==> src/rtl/rv_ctrl_pkg.sv <==
// Shared encodings and decode helpers for the multicycle RV32I control path.
package rv_ctrl_pkg;

  typedef enum logic [3:0] {
    StFetch    = 4'd0,
    StDecode   = 4'd1,
    StMemAdr   = 4'd2,
    StMemRead  = 4'd3,
    StMemWb    = 4'd4,
    StMemWrite = 4'd5,
    StExecR    = 4'd6,
    StExecI    = 4'd7,
    StAluWb    = 4'd8,
    StBranch   = 4'd9,
    StJal      = 4'd10,
    StJalr     = 4'd11,
    StJalrLink = 4'd12,
    StLui      = 4'd13,
    StAuipc    = 4'd14,
    StTrap     = 4'd15
  } state_e;

  localparam logic [6:0] OpLoad   = 7'b0000011;
  localparam logic [6:0] OpStore  = 7'b0100011;
  localparam logic [6:0] OpR      = 7'b0110011;
  localparam logic [6:0] OpI      = 7'b0010011;
  localparam logic [6:0] OpBranch = 7'b1100011;
  localparam logic [6:0] OpJal    = 7'b1101111;
  localparam logic [6:0] OpJalr   = 7'b1100111;
  localparam logic [6:0] OpLui    = 7'b0110111;
  localparam logic [6:0] OpAuipc  = 7'b0010111;

  localparam logic [3:0] AluAdd  = 4'd0;
  localparam logic [3:0] AluSub  = 4'd1;
  localparam logic [3:0] AluAnd  = 4'd2;
  localparam logic [3:0] AluOr   = 4'd3;
  localparam logic [3:0] AluXor  = 4'd4;
  localparam logic [3:0] AluSlt  = 4'd5;
  localparam logic [3:0] AluSltu = 4'd6;
  localparam logic [3:0] AluSll  = 4'd7;
  localparam logic [3:0] AluSrl  = 4'd8;
  localparam logic [3:0] AluSra  = 4'd9;

  localparam logic [2:0] ImmI = 3'b000;
  localparam logic [2:0] ImmS = 3'b001;
  localparam logic [2:0] ImmB = 3'b010;
  localparam logic [2:0] ImmU = 3'b011;
  localparam logic [2:0] ImmJ = 3'b100;

  localparam logic [1:0] SrcAPc    = 2'b00;
  localparam logic [1:0] SrcAOldPc = 2'b01;
  localparam logic [1:0] SrcARs1   = 2'b10;
  localparam logic [1:0] SrcAZero  = 2'b11;

  localparam logic [1:0] SrcBRs2  = 2'b00;
  localparam logic [1:0] SrcBImm  = 2'b01;
  localparam logic [1:0] SrcBFour = 2'b10;

  localparam logic [1:0] ResAluOut    = 2'b00;
  localparam logic [1:0] ResData      = 2'b01;
  localparam logic [1:0] ResAluResult = 2'b10;

  function automatic logic [2:0] imm_src_of(input logic [6:0] op);
    logic [2:0] imm;
    imm = ImmI;
    case (op)
      OpStore:        imm = ImmS;
      OpBranch:       imm = ImmB;
      OpLui, OpAuipc: imm = ImmU;
      OpJal:          imm = ImmJ;
      default:        imm = ImmI;
    endcase
    return imm;
  endfunction

  // funct3 010/011 are unused in the branch opcode space.
  function automatic logic branch_f3_legal(input logic [2:0] f3);
    return (f3 != 3'b010) && (f3 != 3'b011);
  endfunction

  function automatic state_e decode_next(input logic [6:0] op, input logic [2:0] f3);
    state_e nxt;
    nxt = StTrap;
    case (op)
      OpLoad, OpStore: nxt = StMemAdr;
      OpR:             nxt = StExecR;
      OpI:             nxt = StExecI;
      OpBranch:        nxt = branch_f3_legal(f3) ? StBranch : StTrap;
      OpJal:           nxt = StJal;
      OpJalr:          nxt = StJalr;
      OpLui:           nxt = StLui;
      OpAuipc:         nxt = StAuipc;
      default:         nxt = StTrap;
    endcase
    return nxt;
  endfunction

endpackage

==> src/rtl/alu_decoder.sv <==
// Maps {opcode, funct3, funct7b5} to the ALU operation for R- and I-type arithmetic.
module alu_decoder
  import rv_ctrl_pkg::*;
(
  input  logic [6:0] opcode_i,
  input  logic [2:0] funct3_i,
  input  logic       funct7b5_i,
  output logic [3:0] alu_ctrl_o
);

  logic is_r;
  logic is_arith;

  assign is_r     = (opcode_i == OpR);
  assign is_arith = is_r || (opcode_i == OpI);

  always_comb begin
    alu_ctrl_o = AluAdd;
    if (is_arith) begin
      unique case (funct3_i)
        // Immediate forms have no SUB; bit 30 belongs to the immediate there.
        3'b000: alu_ctrl_o = (is_r && funct7b5_i) ? AluSub : AluAdd;
        3'b001: alu_ctrl_o = AluSll;
        3'b010: alu_ctrl_o = AluSlt;
        3'b011: alu_ctrl_o = AluSltu;
        3'b100: alu_ctrl_o = AluXor;
        3'b101: alu_ctrl_o = funct7b5_i ? AluSra : AluSrl;
        3'b110: alu_ctrl_o = AluOr;
        3'b111: alu_ctrl_o = AluAnd;
      endcase
    end
  end

endmodule

==> src/rtl/multicycle_controller.sv <==
// Multicycle RV32I control FSM with req/ready memory handshake, optional timeout and trap state.
module multicycle_controller
  import rv_ctrl_pkg::*;
#(
  parameter int unsigned MEM_TIMEOUT = 0,
  parameter int unsigned CNT_W       = 8
) (
  input  logic       clk,
  input  logic       reset,
  input  logic [6:0] opcode,
  input  logic [2:0] funct3,
  input  logic       funct7b5,
  input  logic       zero,
  input  logic       neg,
  input  logic       ovf,
  input  logic       carry,
  input  logic       mem_ready,
  output logic       mem_req,
  output logic       AdrSrc,
  output logic [2:0] ImmSrc,
  output logic [1:0] ALUSrcA,
  output logic [1:0] ALUSrcB,
  output logic [3:0] ALUControl,
  output logic [1:0] ResultSrc,
  output logic       IRWrite,
  output logic       PCWrite,
  output logic       RegWrite,
  output logic       MemWrite,
  output logic       trap,
  output logic [3:0] state_dbg
);

  state_e           state_q, state_d;
  logic [CNT_W-1:0] cnt_q, cnt_d;
  logic [3:0]       dec_alu;
  logic             br_taken;
  logic             timeout_hit;

  logic       mem_req_c, adr_src_c, ir_write_c, pc_write_c, reg_write_c, mem_write_c;
  logic [1:0] src_a_c, src_b_c, res_src_c;
  logic [3:0] alu_ctrl_c;

  alu_decoder u_alu_decoder (
    .opcode_i   (opcode),
    .funct3_i   (funct3),
    .funct7b5_i (funct7b5),
    .alu_ctrl_o (dec_alu)
  );

  always_comb begin
    br_taken = 1'b0;
    case (funct3)
      3'b000:  br_taken = zero;
      3'b001:  br_taken = !zero;
      3'b100:  br_taken = neg ^ ovf;
      3'b101:  br_taken = !(neg ^ ovf);
      3'b110:  br_taken = !carry;
      3'b111:  br_taken = carry;
      default: br_taken = 1'b0;
    endcase
  end

  always_ff @(posedge clk) begin
    if (!reset) begin
      state_q <= StFetch;
      cnt_q   <= '0;
    end else begin
      state_q <= state_d;
      cnt_q   <= cnt_d;
    end
  end

  always_comb begin
    state_d     = state_q;
    mem_req_c   = 1'b0;
    adr_src_c   = 1'b0;
    src_a_c     = SrcAPc;
    src_b_c     = SrcBRs2;
    alu_ctrl_c  = AluAdd;
    res_src_c   = ResAluOut;
    ir_write_c  = 1'b0;
    pc_write_c  = 1'b0;
    reg_write_c = 1'b0;
    mem_write_c = 1'b0;

    unique case (state_q)
      StFetch: begin
        mem_req_c = 1'b1;
        src_b_c   = SrcBFour;
        res_src_c = ResAluResult;
        if (mem_ready) begin
          ir_write_c = 1'b1;
          pc_write_c = 1'b1;
          state_d    = StDecode;
        end
      end
      StDecode: begin
        src_a_c = SrcAOldPc;
        src_b_c = SrcBImm;
        state_d = decode_next(opcode, funct3);
      end
      StMemAdr: begin
        src_a_c = SrcARs1;
        src_b_c = SrcBImm;
        state_d = (opcode == OpLoad) ? StMemRead : StMemWrite;
      end
      StMemRead: begin
        mem_req_c = 1'b1;
        adr_src_c = 1'b1;
        if (mem_ready) state_d = StMemWb;
      end
      StMemWb: begin
        res_src_c   = ResData;
        reg_write_c = 1'b1;
        state_d     = StFetch;
      end
      StMemWrite: begin
        mem_req_c   = 1'b1;
        mem_write_c = 1'b1;
        adr_src_c   = 1'b1;
        if (mem_ready) state_d = StFetch;
      end
      StExecR: begin
        src_a_c    = SrcARs1;
        src_b_c    = SrcBRs2;
        alu_ctrl_c = dec_alu;
        state_d    = StAluWb;
      end
      StExecI: begin
        src_a_c    = SrcARs1;
        src_b_c    = SrcBImm;
        alu_ctrl_c = dec_alu;
        state_d    = StAluWb;
      end
      StAluWb: begin
        res_src_c   = ResAluOut;
        reg_write_c = 1'b1;
        state_d     = StFetch;
      end
      StBranch: begin
        src_a_c    = SrcARs1;
        src_b_c    = SrcBRs2;
        alu_ctrl_c = AluSub;
        res_src_c  = ResAluOut;
        pc_write_c = br_taken;
        state_d    = StFetch;
      end
      StJal: begin
        src_a_c    = SrcAOldPc;
        src_b_c    = SrcBFour;
        res_src_c  = ResAluOut;
        pc_write_c = 1'b1;
        state_d    = StAluWb;
      end
      StJalr: begin
        src_a_c    = SrcARs1;
        src_b_c    = SrcBImm;
        res_src_c  = ResAluResult;
        pc_write_c = 1'b1;
        state_d    = StJalrLink;
      end
      StJalrLink: begin
        // Link value OldPC+4 lands in ALUOut for the following write-back.
        src_a_c = SrcAOldPc;
        src_b_c = SrcBFour;
        state_d = StAluWb;
      end
      StLui: begin
        src_a_c = SrcAZero;
        src_b_c = SrcBImm;
        state_d = StAluWb;
      end
      StAuipc: begin
        src_a_c = SrcAOldPc;
        src_b_c = SrcBImm;
        state_d = StAluWb;
      end
      StTrap: begin
        state_d = StTrap;
      end
    endcase

    // A ready arriving in the final allowed wait cycle still completes the access.
    timeout_hit = (MEM_TIMEOUT != 0) && mem_req_c && !mem_ready
                  && (cnt_q == CNT_W'(MEM_TIMEOUT));
    if (timeout_hit) state_d = StTrap;
  end

  always_comb begin
    cnt_d = '0;
    if ((MEM_TIMEOUT != 0) && mem_req_c && !mem_ready && (state_d == state_q)) begin
      cnt_d = cnt_q + CNT_W'(1);
    end
  end

  assign mem_req    = reset & mem_req_c;
  assign AdrSrc     = reset & adr_src_c;
  assign ImmSrc     = reset ? imm_src_of(opcode) : 3'b000;
  assign ALUSrcA    = reset ? src_a_c : 2'b00;
  assign ALUSrcB    = reset ? src_b_c : 2'b00;
  assign ALUControl = reset ? alu_ctrl_c : 4'd0;
  assign ResultSrc  = reset ? res_src_c : 2'b00;
  assign IRWrite    = reset & ir_write_c;
  assign PCWrite    = reset & pc_write_c;
  assign RegWrite   = reset & reg_write_c;
  assign MemWrite   = reset & mem_write_c;
  assign trap       = reset & (state_q == StTrap);
  assign state_dbg  = reset ? state_q : 4'd0;

endmodule
==> config.mk <==
export PLATFORM = sky130hd
export DESIGN_NAME = multicycle_controller
export DESIGN_NICKNAME = d
export VERILOG_FILES = /design/src/rtl/rv_ctrl_pkg.sv /design/src/rtl/alu_decoder.sv /design/src/rtl/multicycle_controller.sv
export SDC_FILE = /design/constraint.sdc
export NUM_CORES = 1
export LEC_CHECK = 0
export ABC_AREA = 1
export ABC_CLOCK_PERIOD_IN_PS = 2100
export CORE_UTILIZATION = 44
export CTS_CLUSTER_SIZE = 14
export DETAILED_ROUTE_END_ITERATION = 8
export PLACE_DENSITY = 0.86
export SLEW_MARGIN = 30
export SYNTH_ARGS = -nofsm -noshare
export SYNTH_HDL_FRONTEND = slang
export SYNTH_SLANG_ARGS = --single-unit
==> constraint.sdc <==
create_clock -name clk -period 2.1 [get_ports clk]
set_input_delay 0.315 -clock clk [delete_from_list [all_inputs] [get_ports clk]]
set_output_delay 0.315 -clock clk [all_outputs]
set_load 0.05 [all_outputs]
# Word level (Yosys, flattened, before mapping)
# Cells that the tools add are included.
classes:
  eq_ne: 36
  muxes: 30
  bitwise: 8
  n_reduce_logical: 23
op_table:
  columns: ["op", "n"]
  rows:
  - ["4-bit one-hot mux with 8 select lines", 2]
  - ["4-bit one-hot mux with 9 select lines", 1]
  - ["4-bit equality test (second input constant)", 8]
  - ["4-bit two-way mux", 6]
  - ["7-bit by 6-bit equality test with 1-bit output (second input constant)", 3]
  - ["7-bit equality test (second input constant)", 3]
  - ["4-bit by 3-bit equality test with 1-bit output (second input constant)", 4]
  - ["7-bit by 5-bit equality test with 1-bit output (second input constant)", 2]
  - ["2-bit OR reduction", 7]
  - ["3-bit equality test (second input constant)", 4]
  - ["3-bit one-hot mux with 4 select lines", 1]
  - ["6-bit OR reduction", 2]
  - ["3-bit two-way mux", 3]
  - ["3-bit OR reduction", 3]
  - ["4-bit by 2-bit equality test with 1-bit output (second input constant)", 2]
  - ["1-bit two-way mux", 8]
  - ["2-bit one-hot mux with 2 select lines", 2]
  - ["4-bit one-hot mux with 2 select lines", 1]
  - ["1-bit bitwise AND", 7]
  - ["7-bit by 2-bit equality test with 1-bit output (second input constant)", 1]
  - ["3-bit by 2-bit equality test with 1-bit output (second input constant)", 2]
  - ["2-bit two-way mux", 3]
  - ["2-bit inequality test (second input constant)", 3]
  - ["3-bit by 2-bit inequality test with 1-bit output (second input constant)", 2]
  - ["other kinds (14)", 17]
word_totals:
  regBits: 4
  inputBits: 18
  output_inout_bits: 24
  elab_cells: 98

# Longest topological paths before layout
depth:
  word_depth: 7
  mapped_depth: 11
  mapped_depth_nobuf: 11

# Hierarchy
# A second synthesis with hierarchy kept.
unflattened:
  cells_unflattened: 192
  area_unflattened_um2: 969.7
modules_own_cells:
  columns: ["mod", "n_inst", "cells_per_inst", "area_per_inst_um2", "seq_area_each_um2"]
  rows:
  - ["multicycle_controller", 1, 166, 855.8, 80.1]
  - ["alu_decoder", 1, 26, 113.9, 0.0]

# Worst setup path before layout
# No wires, ideal clock.
synth_path:
  path_type: "reg-to-output"
  startpoint: "reg state_q[3]"
  endpoint: "out ALUSrcB[0]"
  arrival_time_ns: 1.746
  required_time_ns: 1.785
  path_slack_ns: 0.039
  path_stages_with_launch: 6
  path_buffers: 0
  path_cell_list: "dfxtp_1 nor2_2 inv_2 nor2_1 a21oi_1 a31oi_1"
synth_via:
  elab_chain_cells: 4
  word_cells_on_any_way: 13
  cone_classes: "eq/ne (8); mux (2); reduce/logical (3)"
synth_lines:
  columns: ["element", "line_no", "text"]
  rows:
  - ["from (decl)", "multicycle_controller.sv:33", "state_e state_q, state_d;"]
  - ["from (signal assigned)", "multicycle_controller.sv:65", "state_q <= StFetch;"]
  - ["from (signal assigned)", "multicycle_controller.sv:68", "state_q <= state_d;"]
  - ["4-bit by 1-bit equality test with 1-bit output, or another cell as far along", "multicycle_controller.sv:86", "unique case (state_q)"]
  - ["6-bit OR reduction (no source line) / 3-bit OR reduction (equally long branches)", null, null]
  - ["2-bit one-hot mux with 2 select lines (*)", "multicycle_controller.sv:86", null]
  - ["2-bit two-way mux (*)", "multicycle_controller.sv:200", "assign ALUSrcB = reset ? src_b_c : 2'b00;"]
  - ["to (decl)", "multicycle_controller.sv:22", "output logic [1:0] ALUSrcB,"]
# Mark *: on every way between the ends. The rest lies on a longest branch, timed or not.

# Worst setup path after layout
layout_path:
  startpoint: "reg state_q[0]"
  endpoint: "out PCWrite"
layout_via:
  elab_chain_cells: 4
  word_cells_on_any_way: 7
  cone_classes: "eq/ne (3); mux (1); bitwise (1); reduce/logical (2)"
layout_lines:
  columns: ["element", "line_no", "text"]
  rows:
  - ["4-bit equality test", "multicycle_controller.sv:86", null]
  - ["2-bit OR reduction (no source line)", null, null]
  - ["1-bit one-hot mux with 3 select lines (*)", "multicycle_controller.sv:86", null]
  - ["1-bit bitwise AND (*)", "multicycle_controller.sv:204", "assign PCWrite = reset & pc_write_c;"]
  - ["to (decl)", "multicycle_controller.sv:26", "output logic PCWrite,"]
# Marked as above.

==> impl_metrics.csv <==
group,metric,value,unit
status,status,"finished, violations left",
status,violations,"setup timing",
synthesis,ys.flop_type,"dfxtp_1",
final_layout,final_design_area_no_fill,1630,µm²
setup_path,crit_slowest_cell,"dfxtp_1",
timing,finClkSkew,0.00116,ns
setup_path,start_kind,"flop",
synthesis,ys_top_cells_by_area,"nand2_1, inv_1, nor2_1",
setup_path,cp_max_fo,6,
routing,drc_errors,0,
final_layout,fillers,78,
setup_path,cpMostUsedCell,"inv_1",
timing,post-route-min-period,2.15,ns
final_layout,nets,236,
routing,postRouteAntennaNets,0,
timing,relSlewSlack,63.5,%
floorplanning,fp-row-count,15,
timing,slew_viol_final,0,
timing,totalNegativeSetupSlack,-0.0536,ns
synthesis,synth_area,862,µm²
clocking,clkTransAtPathRegs,0.04,ns
clocking,clock_sinks,4,
grt,antenna_found_initial,0,
hold_path,whs_path_depth,4,
routing,via_per_inst,5.92,
setup_path,required,1.78,ns
placed_design,place_congestion,0.941,
clocking,cts_buffers,3,
routing,met1Wirelength,1490,µm
setup_path,r2r_end,"state_q[2]",
setup_path,critPathKind,"flop to output port",
synthesis,synth_top_area_share,16.1,%
setup_path,cp-end-kind,"output port",
power_and_ir_drop,power_per_cell_area,1030,nW/µm²
setup_path,crit_chain,"inv_1, nand2_2, nor2_4, nand2_1, o21ai_0, inv_1, a21oi_2, buf_12",
clocking,cts_htree_levels,1,
grt,grt_max_degree,15,
final_layout,largest_register,"state_q",
routing,met3_length,343,µm
synthesis,yosys-top-cells-count,"nand2_1, inv_1, nor2_1",
setup_path,path_buf_inv,3,
grt,grt_pass1_vias,1238,
timing,clock.fmax,464,MHz
placed_design,dpl_worst_slack,-0.0443,ns
timing,hold_violations,0,
timing,fin_crit_sh,103,%
synthesis,synth_seq_cells,4,
placed_design,io_buffers,41,
final_layout,regArea,81.3,µm²
routing,vias,1427,
floorplanning,die_y,46.3,µm
setup_path,rrSetupSlack,0.63,ns
synthesis,yosys_warnings,0,
power_and_ir_drop,leakage,0.767,nW
final_layout,n_antenna_cell,0,
synthesis,synth_area_per_cell,5.01,µm²
clocking,cts_hold_buf,0,
routing,drt-initial-drc-count,64,
routing,drt_wl_total,4080,µm
final_layout,largest_reg_flops,4,
synthesis,postSynth.asyncResetShare,0,%
hold_path,min-delay-start,"state_q[2]",
floorplanning,core-area,1780,µm²
timing,rsz0062_at_grt,"true",
timing,finalSetupViolations,1,
clocking,cts_root_buf,"clkbuf_4",
clocking,cts_buffer_depth,2,
routing,top_layer,"met4",
timing,max_slew.worst_pin.slew,0.546,ns
routing,wl_per_cell,16.9,µm
floorplanning,dieArea,2140,µm²
placed_design,dp_hpwl,2740,µm
setup_path,cp_top_family,"simple AND/OR/NAND/NOR gates",
setup_path,max_stage_delay,0.40,ns
grt,overflow,0,
clocking,cts_tree,"done",
hold_path,holdPathEnd,"state_q[2]",
setup_path,r2r-start,"state_q[0]",
final_layout,finish.utilization,91.6,%
hold_path,hp-class,"flop to flop",
routing,dr.pass1.iters,4,
synthesis,synth_edf_count,0,
clocking,post-cts-setup-buffer-count,0,
floorplanning,ios,42,
timing,fin_ws,-0.0536,ns
final_layout,reg_top3,"state_q (4)",
setup_path,arrival,1.84,ns
final_layout,syn_to_final_growth,89.4,%
grt,grt_usage,35.1,%
routing,met2_length,2020,µm
final_layout,multi_input_area,697,µm²
synthesis,syn-num-nets,190,
clocking,insertion_delay,0.24,ns
grt,grt_first_pass_wirelength,5330,µm
flow_run,cap_viol_max_count,0,
floorplanning,start_util,48.4,%
synthesis,yosysSeqAreaShare,9.29,%
floorplanning,die_w,46.3,µm
final_layout,final_layout_size_suffix_gt1_share,29.6,%
synthesis,synth_cell_types,23,
power_and_ir_drop,p_total,0.00169,W
power_and_ir_drop,ir_drop,1060,µV
synthesis,syn_inst,172,
synthesis,yosysMostFrequentCell,"nand2_1",
placed_design,placed_area,1550,µm²
setup_path,reg2reg_depth,8,
synthesis,synth_top_area_cell,"nand2_1",
==> per-layer routing <==
layer / GRT usage (%) / up-vias
met4: 23.5 / 0
met1: 38.6 / 651
met5: 0 / -
met2: 62.5 / 108
li1: - / 641
met3: 3.53 / 27
==> what timing repair did <==
| item | 4_1_cts | 5_1_grt |
|---|---|---|
| endpoints found under the setup margin | 2 | 7 |
| gates cloned | 0 | 0 |
| resized for setup | 4 | 19 |
| pin swaps | 1 | 4 |
==> kinds of logic after synthesis <==
group,after synthesis,synth area share (%)
compound gates,32,20.2
buf+inv,38,16.7
xor+xnor,1,1.02
flops,4,9.29
simple gates,97,52.8
==> placed cells by master, fill, tap and decap left out, types with 3 or more instances in the layout <==
cell type,count
nand2_1,37
inv_1,28
buf_12,24
nor2_1,21
clkdlybuf4s50_1,14
nand3_1,11
a21oi_1,11
o21ai_0,10
inv_2,8
nor2_4,6
nand2_2,5
nor2_2,5
nand4_1,4
a21oi_2,4
nor3_1,4
clkbuf_4,3
dfxtp_1,3
==> where the power goes <==
group | total [W] | leakage (nW) | switching, W | internal, W
logic | 0.00142 | 0.720 | 0.000874 | 0.000542
clock network | 0.000104 | 0.0138 | 0.0000391 | 0.0000644
registers | 0.000168 | 0.0333 | 0.0000608 | 0.000108
==> through the flow <==
| step | hold slack (ns) | cells |
|---|---|---|
| after global routing | 0.689 | 241 |
| after floorplan | 0.472 | 172 |
| after detailed placement | 0.639 | 238 |
| after CTS | 0.690 | 241 |
| final | 0.653 | 241 |
| after global placement | 0.618 | 238 |
==> final cells by class <==
cell class,count,area share (%)
multi-input combinational,130,42.7
timing repair buffer,43,40.8
inverter,36,8.28
sequential,4,4.98
tap,25,1.92
clock buffer,3,1.38
==> worst max path at each step <==
stage / startpoint / end / slack [ns] / cells past startpoint
floorplan: state_q[3] / ALUSrcB[0] / 0.04 / 5
global placement: funct3[2] / PCWrite / 0.05 / 8
detailed placement: funct3[0] / PCWrite / -0.04 / 9
CTS: funct3[2] / PCWrite / 0.007 / 8
global route: state_q[1] / PCWrite / -0.15 / 8
finish: state_q[0] / PCWrite / -0.05 / 8
==> worst register-to-register path, delay by kind of cell (launching register included) <==
kind | cells | cell delay, ns
simple gates | 7 | 0.74
flops | 1 | 0.50
buf+inv | 1 | 0.15
Note: power is estimated with default switching activity, not from simulation.
